===== config.mk =====
export PLATFORM = sky130hd
export DESIGN_NAME = bin2bcd_seq
export DESIGN_NICKNAME = d
export VERILOG_FILES = /design/src/rtl/bin2bcd_seq.sv
export SDC_FILE = /design/constraint.sdc
export NUM_CORES = 1
export LEC_CHECK = 0
export CAP_MARGIN = 25
export CORE_ASPECT_RATIO = 2
export CORE_MARGIN = 4
export CORE_UTILIZATION = 58
export CTS_CLUSTER_SIZE = 14
export DETAILED_ROUTE_END_ITERATION = 8
export PLACE_DENSITY = 0.83
export SKIP_LAST_GASP = 1
export SLEW_MARGIN = 15
export SYNTH_ARGS = -nofsm -noshare
export SYNTH_HDL_FRONTEND = slang
export SYNTH_SLANG_ARGS = --single-unit

===== constraint.sdc =====
create_clock -name iCLK -period 3.3 [get_ports iCLK]
set_input_delay 0.495 -clock iCLK [delete_from_list [all_inputs] [get_ports iCLK]]
set_output_delay 0.495 -clock iCLK [all_outputs]
set_load 0.02 [all_outputs]

===== src/rtl/bin2bcd_seq.sv =====
// Sequential shift-add-3 binary-to-BCD converter, one shift per clock.
// Result is registered and only updated when a conversion completes, so the displays never see partial values.
module bin2bcd_seq #(
  parameter int BIN_W  = 16,
  parameter int DIGITS = 5
) (
  input  logic                  iCLK,
  input  logic                  iRST,
  input  logic                  iSTART,
  input  logic [BIN_W-1:0]      iBIN,
  output logic                  oBUSY,
  output logic                  oDONE,
  output logic [4*DIGITS-1:0]   oBCD
);

  localparam int CW = $clog2(BIN_W + 1);
  localparam int SW = 4 * DIGITS;

  typedef enum logic [1:0] {
    IDLE  = 2'd0,
    SHIFT = 2'd1,
    DONE  = 2'd2
  } state_t;

  state_t           state;
  logic [BIN_W-1:0] bin_sr;
  logic [SW-1:0]    scratch;
  logic [CW-1:0]    count;

  logic [SW-1:0]       adj;
  logic [SW+BIN_W-1:0] shifted;

  // All nibbles are corrected in parallel from the current scratch value.
  always_comb begin
    adj = scratch;
    for (int i = 0; i < DIGITS; i++) begin
      if (scratch[4*i +: 4] >= 4'd5)
        adj[4*i +: 4] = scratch[4*i +: 4] + 4'd3;
    end
    shifted = {adj[SW-2:0], bin_sr, 1'b0};
  end

  always_ff @(posedge iCLK or posedge iRST) begin
    if (iRST) begin
      state   <= IDLE;
      bin_sr  <= '0;
      scratch <= '0;
      count   <= '0;
      oBUSY   <= 1'b0;
      oDONE   <= 1'b0;
      oBCD    <= '0;
    end else begin
      oDONE <= 1'b0;
      case (state)
        IDLE: begin
          if (iSTART) begin
            bin_sr  <= iBIN;
            scratch <= '0;
            count   <= CW'(BIN_W);
            oBUSY   <= 1'b1;
            state   <= SHIFT;
          end
        end
        SHIFT: begin
          scratch <= shifted[SW+BIN_W-1:BIN_W];
          bin_sr  <= shifted[BIN_W-1:0];
          count   <= count - CW'(1);
          if (count == CW'(1))
            state <= DONE;
        end
        DONE: begin
          // Publish the result and done pulse together as the converter drops back to idle.
          oBCD  <= scratch;
          oDONE <= 1'b1;
          oBUSY <= 1'b0;
          state <= IDLE;
        end
        default: begin
          oBUSY <= 1'b0;
          state <= IDLE;
        end
      endcase
    end
  end

endmodule


==> out/qor.txt, run 1 <==
========================================================================================
Status .................................................................... finished, final reports clean
Post-synthesis cell type with the largest combined area ...................      dfrtp_1
FMAX ......................................................................      492 MHz
First-pass GRT wire length ................................................      9630 um
Number of antenna violations at the first check in global routing .........            0
R2R Setup Slk .............................................................      1.27 ns
Detailed router's first-iteration violation count .........................           52
Number of cells in the design after placement .............................          370
Average size of a mapped cell .............................................    10.4 um^2
Die X-Extent ..............................................................      58.4 um
Post-Syn Area .............................................................    2950 um^2
PnR Total Power ...........................................................      3300 uW
Cell with the most instances after synthesis ..............................      dfrtp_1
Final instance area .......................................................    3580 um^2
Primary FF master, synth ..................................................      dfrtp_1
Gate count after technology mapping .......................................          283
CTS Hold Bufs .............................................................            0
PostCTS Resize Cnt ........................................................            0
MaxCap Viol Count .........................................................            0
Clock transition at the registers of the reported paths ...................      0.07 ns
Crit share post-route .....................................................        61.6%
Top area cells in the synthesized netlist ................................. dfrtp_1 55%, o21ai_0 7.8%, nand2_1 5.4%, ha_1 5.1%, a22oi_1 3.8%
Root Driver ...............................................................     clkbuf_8
Total leakage power .......................................................   0.00164 uW
Initial core utilization ..................................................        60.0%
Post-DR vias/cell .........................................................         5.60
GRT Total Usage ...........................................................        20.2%
Avg WL per Cell ...........................................................      14.3 um
Number of nets in the synthesized netlist .................................          314
Commonest cells in the synthesized netlist ................................ 65 x dfrtp_1, 46 x o21ai_0, 42 x nand2_1, 15 x a22oi_1, 14 x inv_1
Number of buffer cells added on primary ports .............................           40
Worst endpoint data arrival time ..........................................      2.29 ns
Crit path required time ...................................................      3.55 ns
Share of synthesized area occupied by flip-flops and latches ..............        55.2%
Clock period minus worst slack ............................................      2.03 ns
DR DRC count ..............................................................            0
Fillers ...................................................................          346
CTS tree ..................................................................         done
Final Util ................................................................        72.9%
Max-slew headroom .........................................................        57.1%
Antenna Cells .............................................................            0
Synth Warn # ..............................................................            0
Pre-Repair DR Iteration Count .............................................            5
Instance area after placement .............................................    3390 um^2
Maximum number of pins on one net before global-route repair ..............           28
Total half-perimeter wirelength after legalization and detailed placement .      4010 um
Final RePlAce weighted congestion .........................................        0.810
Power per Cell Area .......................................................  922 nW/um^2
Count of state elements after synthesis ...................................           65
Post-detailed-route count of antenna-violating nets .......................            0
Std-Cell Core Area ........................................................    4910 um^2
Non-filler instance count after layout ....................................          387
Top-area cell type share of the netlist area ..............................        55.2%
Critical-path maximum fanout ..............................................           20
Crit. End Element .........................................................     register
Worst IR drop on VDD ......................................................   0.000682 V
Finish-stage setup viols ..................................................            0
Y dimension of the die ....................................................       109 um
Via count of the first global-routing pass ................................         2178
Leftover overflow at the end of global routing ............................            0
Unrepaired setup endpoints after global routing ...........................           no
Total CTS buffers .........................................................            9
Setup TNS .................................................................         0 ns
Total number of H-tree levels .............................................            3
DR vias ...................................................................         2169
Worst min-delay path class ................................................ input port to async pin
Post-CTS Setup Bufs .......................................................            0
Clock skew after layout ...................................................   0.00724 ns
# rows ....................................................................           36
Total routed wirelength ...................................................      5540 um
Startpoint type of the worst setup path ...................................     register
Final number of hold-violating endpoints ..................................            0
Die Area ..................................................................    6350 um^2
Area Growth Syn to Fin ....................................................        21.4%
Count of pins over their slew limit .......................................            0
Deepest clock path buffer count ...........................................            2
Fraction of registers with async set/reset ................................         100%
Count of flip-flops with a built-in enable after synthesis ................            0
Number of clock sinks seen by CTS .........................................           65
Worst-Margin Slew .........................................................     0.643 ns
Worst skew pair latency ...................................................      0.33 ns
Distinct cell type count of the synthesized netlist .......................           28
Share of layout cells above drive strength 1 ..............................        10.3%
I/O pin total .............................................................           41
Final layout net count ....................................................          356
Type of the worst setup path .............................................. register to register
========================================================================================
path summary, 6_finish.rpt:
check | start | end | cells after the start
min | iRST | oBCD[7] | 2
max | state[0] | count[4] | 4
max in group asynchronous | iRST | oBCD[13] | 3
min reg2reg | oBCD[5] | oBCD[5] | 2
max reg2reg | state[0] | count[4] | 4
min in group iCLK | oBCD[5] | oBCD[5] | 2
kinds of logic after synthesis:
| logic type | synth area share (%) |
|---|---|
| AND/OR/NAND/NOR | 11.9 |
| XOR/XNOR | 1.78 |
| multiplexers | 5.86 |
| AO/OA/AOI/OAI | 15.8 |
| buffers and inverters | 4.42 |
| adder cells (fa/ha/maj) | 5.10 |
| flip-flops | 55.2 |
critical path, cell delays in order (launching register included):
cell and delay (ns):
dfrtp_1 0.74, nor2b_2 0.62, nand2_1 0.17, nor3_1 0.21
mux2i_1 0.21
power by group:
part	total, uW	internal (uW)	switching, uW
sequential	1390	1120	265
combinational	1320	631	693
clock	589	310	279
routing by layer:
| metal | global-route usage [%] | wire length [um] | up-vias |
|---|---|---|---|
| li1 | - | - | 1059 |
| met1 | 21.8 | 2110 | 1049 |
| met2 | 35.1 | 3070 | 49 |
| met3 | 4.98 | 222 | 12 |
| met4 | 10.9 | 132 | 0 |
| met5 | 0 | 0 | - |
registers in the layout, summed over array words and instances (netlist names):
register,flops
oBCD,20
state,2
oDONE,1
scratch,20
bin_sr,16
oBUSY,1
count,5
final cells by class:
class                           count  area (um^2)  share of cell area [%]
Clock buffer                       13          159                    4.44
Clock inverter                      3         15.0                   0.420
Inverter                           14         52.6                    1.47
Multi-Input combinational cell    188         1190                    33.4
Sequential cell                    65         1630                    45.5
Tap cell                           57         71.3                    1.99
Timing Repair Buffer               47          460                    12.9
through the flow:
step / hold WS, ns / setup slack [ns]
after floorplan: 0.450 / 1.18
after global placement: 0.460 / 1.21
after detailed placement: 0.470 / 1.17
after CTS: 0.434 / 1.16
after global routing: 0.454 / 1.01
final: 0.440 / 1.27
cells in the final DEF (no fill, tap or decap):
cell and n:
o21ai_1 1, nor2b_1 2, mux2i_1 6, nand2_1 42
nor3b_1 3, or4_1 1, clkbuf_8 11, nor2b_2 1
o21bai_2 1, nor3_1 6, clkbuf_1 2, mux2_2 10
xor2_1 1, buf_8 1, nor4b_1 1, buf_4 6
clkinv_2 3, inv_2 1, ha_1 12, and2_1 1
nor2_1 3, a22o_1 7, nand2b_1 8, xnor2_1 5
o21ai_0 46, clkdlybuf4s50_1 40, o31ai_1 1, dfrtp_1 65
inv_1 13, nand3_1 7, a21oi_1 8, a22oi_1 15
(Power assumes the default switching activity.)
==> run 2, diff against run 1 <==
Settings changed: CORE_UTILIZATION 58 to 54, PLACE_DENSITY 0.83 to 0.78.
Clock period 3.3 ns to 2.05 ns, I/O delays scaled along.
==> run 2 against run 1 <==
Combinational power is 69% higher. Routed wire length increased by 2.9%. Clock power grew 63%. Power rose by 63%. Core utilization shrank 3.8 points. Flip-flop and latch count unchanged. Global-route usage decreased by 1.4 points. Sequential share of layout area down 0.43 points. Largest cell class unchanged. Largest power group is now combinational cells. Highest routed layer unchanged.
==> out/qor.txt, run 2 (synthesis gave the netlist of run 1 again) <==
========================================================================================
Std-Cell Core Area ........................................................    5230 um^2   +6.5%
Leading registers by flop count ........................................... oBCD x20, scratch x20, bin_sr x16
FF/Latch Area .............................................................    1630 um^2   unchanged
Count of pins over their slew limit .......................................            0   unchanged
Worst endpoint data arrival time ..........................................      1.30 ns   -0.99 ns
CTS Hold Bufs .............................................................            0   unchanged
FMAX ......................................................................      622 MHz
Crit. End Element .........................................................   output pin
Unrepaired setup endpoints after global routing ...........................           no
First-pass GRT wire length ................................................      9610 um   -0.22%
MaxCap Viol Count .........................................................            0   unchanged
Final Util ................................................................        69.1%   -3.8 points
Max-slew headroom .........................................................        73.1%   +16 points
Largest stage delay on the critical path ..................................      0.61 ns   -0.13 ns
PostCTS Resize Cnt ........................................................            0   unchanged
Buffers and inverters on the worst path ...................................            1   +1
Share of layout cells above drive strength 1 ..............................        10.8%   +0.54 points
Worst IR drop on VDD ......................................................    0.00130 V   +90%
Final RePlAce weighted congestion .........................................        0.781   -3.6%
Post-CTS Setup Bufs .......................................................            0   unchanged
Total number of H-tree levels .............................................            3   unchanged
Portion of total power attributed to combinational logic ..................        41.5%   +1.4 points
Via count of the first global-routing pass ................................         2140   -1.7%
Maximum number of pins on one net before global-route repair ..............           39   +39%
Worst-Margin Slew .........................................................     0.398 ns   -0.246 ns
Most common cell after layout, fill and taps aside ........................      dfrtp_1
DR vias ...................................................................         2200   +1.4%
CTS tree ..................................................................         done
Worst skew pair latency ...................................................      0.33 ns   about the same
Deepest clock path buffer count ...........................................            2   unchanged
Die Area ..................................................................    6770 um^2   +6.6%
Die X-Extent ..............................................................      60.2 um   +3.1%
Clock period minus worst slack ............................................      1.61 ns
R2R Setup Slk .............................................................      0.49 ns   -0.78 ns
Multi-input logic area ....................................................    1190 um^2   unchanged
Worst reg2reg path depth ..................................................            6   +2
Detailed router's first-iteration violation count .........................           87   +67%
Antenna Cells .............................................................            0   unchanged
Top library cells by usage in the layout, fill and taps aside ............. 65 x dfrtp_1, 46 x o21ai_0, 42 x nand2_1
Avg WL per Cell ...........................................................      14.6 um   +2.1%
Worst-path cell with the longest stage delay .............................. clkdlybuf4s50_1
Critical path startpoint ..................................................        oBUSY
Number of buffer cells added on primary ports .............................           40   unchanged
Status .................................................................... finished, final reports clean
DR DRC count ..............................................................            0   unchanged
Leftover overflow at the end of global routing ............................            0   unchanged
Clock transition at the registers of the reported paths ...................      0.07 ns   about the same
Total leakage power .......................................................   0.00165 uW   +0.90%
Crit Reg-Reg Startpoint ...................................................   scratch[8]
Number of clock sinks seen by CTS .........................................           65   unchanged
Top cell family by delay on the critical path ............................. buffers and inverters
Initial core utilization ..................................................        56.3%   -3.7 points
Type of the worst setup path .............................................. register to output pin
Worst-path cell chain ..................................................... clkdlybuf4s50_1
Clk network pwr share .....................................................        17.9%   about the same
Total CTS buffers .........................................................            9   unchanged
Y dimension of the die ....................................................       112 um   +3.4%
Total routed wirelength ...................................................      5700 um   +2.9%
Worst min-delay path class ................................................ input port to async pin
Final layout net count ....................................................          358   +0.56%
Post-detailed-route count of antenna-violating nets .......................            0   unchanged
Post-DR vias/cell .........................................................         5.64   +0.65%
Root Driver ...............................................................     clkbuf_8
Final number of hold-violating endpoints ..................................            0   unchanged
Area Growth Syn to Fin ....................................................        22.6%
End point of the critical path ............................................        oBUSY
Setup TNS .................................................................         0 ns   unchanged
Crit path required time ...................................................      1.74 ns   -1.81 ns
Pre-Repair DR Iteration Count .............................................            4   -1
Number of antenna violations at the first check in global routing .........            0   unchanged
Endpoint of the worst-slack reg-to-reg timing path ........................  scratch[10]
Crit share post-route .....................................................        78.4%
Power per Cell Area ....................................................... 1490 nW/um^2   +61%
Fillers ...................................................................          417   +21%
I/O pin total .............................................................           41   unchanged
Net switching power .......................................................      2010 uW   +62%
GRT Total Usage ...........................................................        18.8%   -1.4 points
Cell internal power dissipation ...........................................      3370 uW   +63%
Critical path depth .......................................................            1   -3
# rows ....................................................................           37   +2.8%
Total half-perimeter wirelength after legalization and detailed placement .      3970 um   -0.94%
Proportion of total power due to net switching ............................        37.3%   -0.10 points
Startpoint type of the worst setup path ...................................     register
Critical-path maximum fanout ..............................................            2   -90%
Clock skew after layout ...................................................   0.00637 ns   -0.000873 ns
Finish-stage setup viols ..................................................            0   unchanged
Sequential fraction of design power .......................................        40.6%   -1.4 points
========================================================================================
-- run 2: cell types whose count changed in the layout (fill, tap and decap cells not counted), sizes merged --
| cell | delta |
|---|---|
| buf | +2 |
-- run 2: power groups by stage --
| stage | sequential, uW | combinational (uW) | clock [uW] |
|---|---|---|---|
| CTS | 2180 | 2260 | 981 |
| finish | 2180 | 2230 | 960 |
| global placement | 2180 | 2170 | 0 |
| global route | 2260 | 2490 | 1050 |
| floorplan | 2330 | 1310 | 0 |
| detailed placement | 2200 | 2250 | 0 |
-- run 2: worst min-delay path by stage --
stage / startpoint / endpoint / depth (start not counted)
5_1_grt: iRST / scratch[4] / 2
2_1_floorplan: iBIN[0] / bin_sr[0] / 1
3_5_place_dp: oBCD[9] / oBCD[9] / 2
4_1_cts: iRST / scratch[4] / 2
6_report: iRST / scratch[3] / 2
3_3_place_gp: oBCD[8] / oBCD[8] / 2
-- run 2: layer usage --
| layer | global-route usage, % | vias to the layer above | part of all wire [%] |
|---|---|---|---|
| li1 | - | 1068 | - |
| met1 | 21.8 | 1073 | 40 |
| met2 | 30.8 | 50 | 54 |
| met3 | 4.60 | 9 | 3.6 |
| met4 | 9.91 | 0 | 2.1 |
| met5 | 0 | - | 0 |
-- run 2: layout make-up --
class,instances,share of cell area (%)
tap,58,2.01
clock buffer,13,4.40
multi-input combinational,188,33.0
timing repair buffer,49,13.6
sequential,65,45.0
clock inverter,3,0.416
inverter,14,1.45
-- run 2: metrics by stage --
step / hold WS [ns] / cells / instance area [um^2] / power [uW] / worst slack (ns)
after global routing: 0.286 / 390 / 3610 / 5800 / 0.344
after CTS: 0.267 / 390 / 3610 / 5430 / 0.409
final: 0.273 / 390 / 3610 / 5380 / 0.442
after detailed placement: 0.469 / 374 / 3440 / 4460 / 0.437
after floorplan: 0.440 / 283 / 2950 / 3640 / 0.116
after global placement: 0.459 / 374 / 3440 / 4350 / 0.490
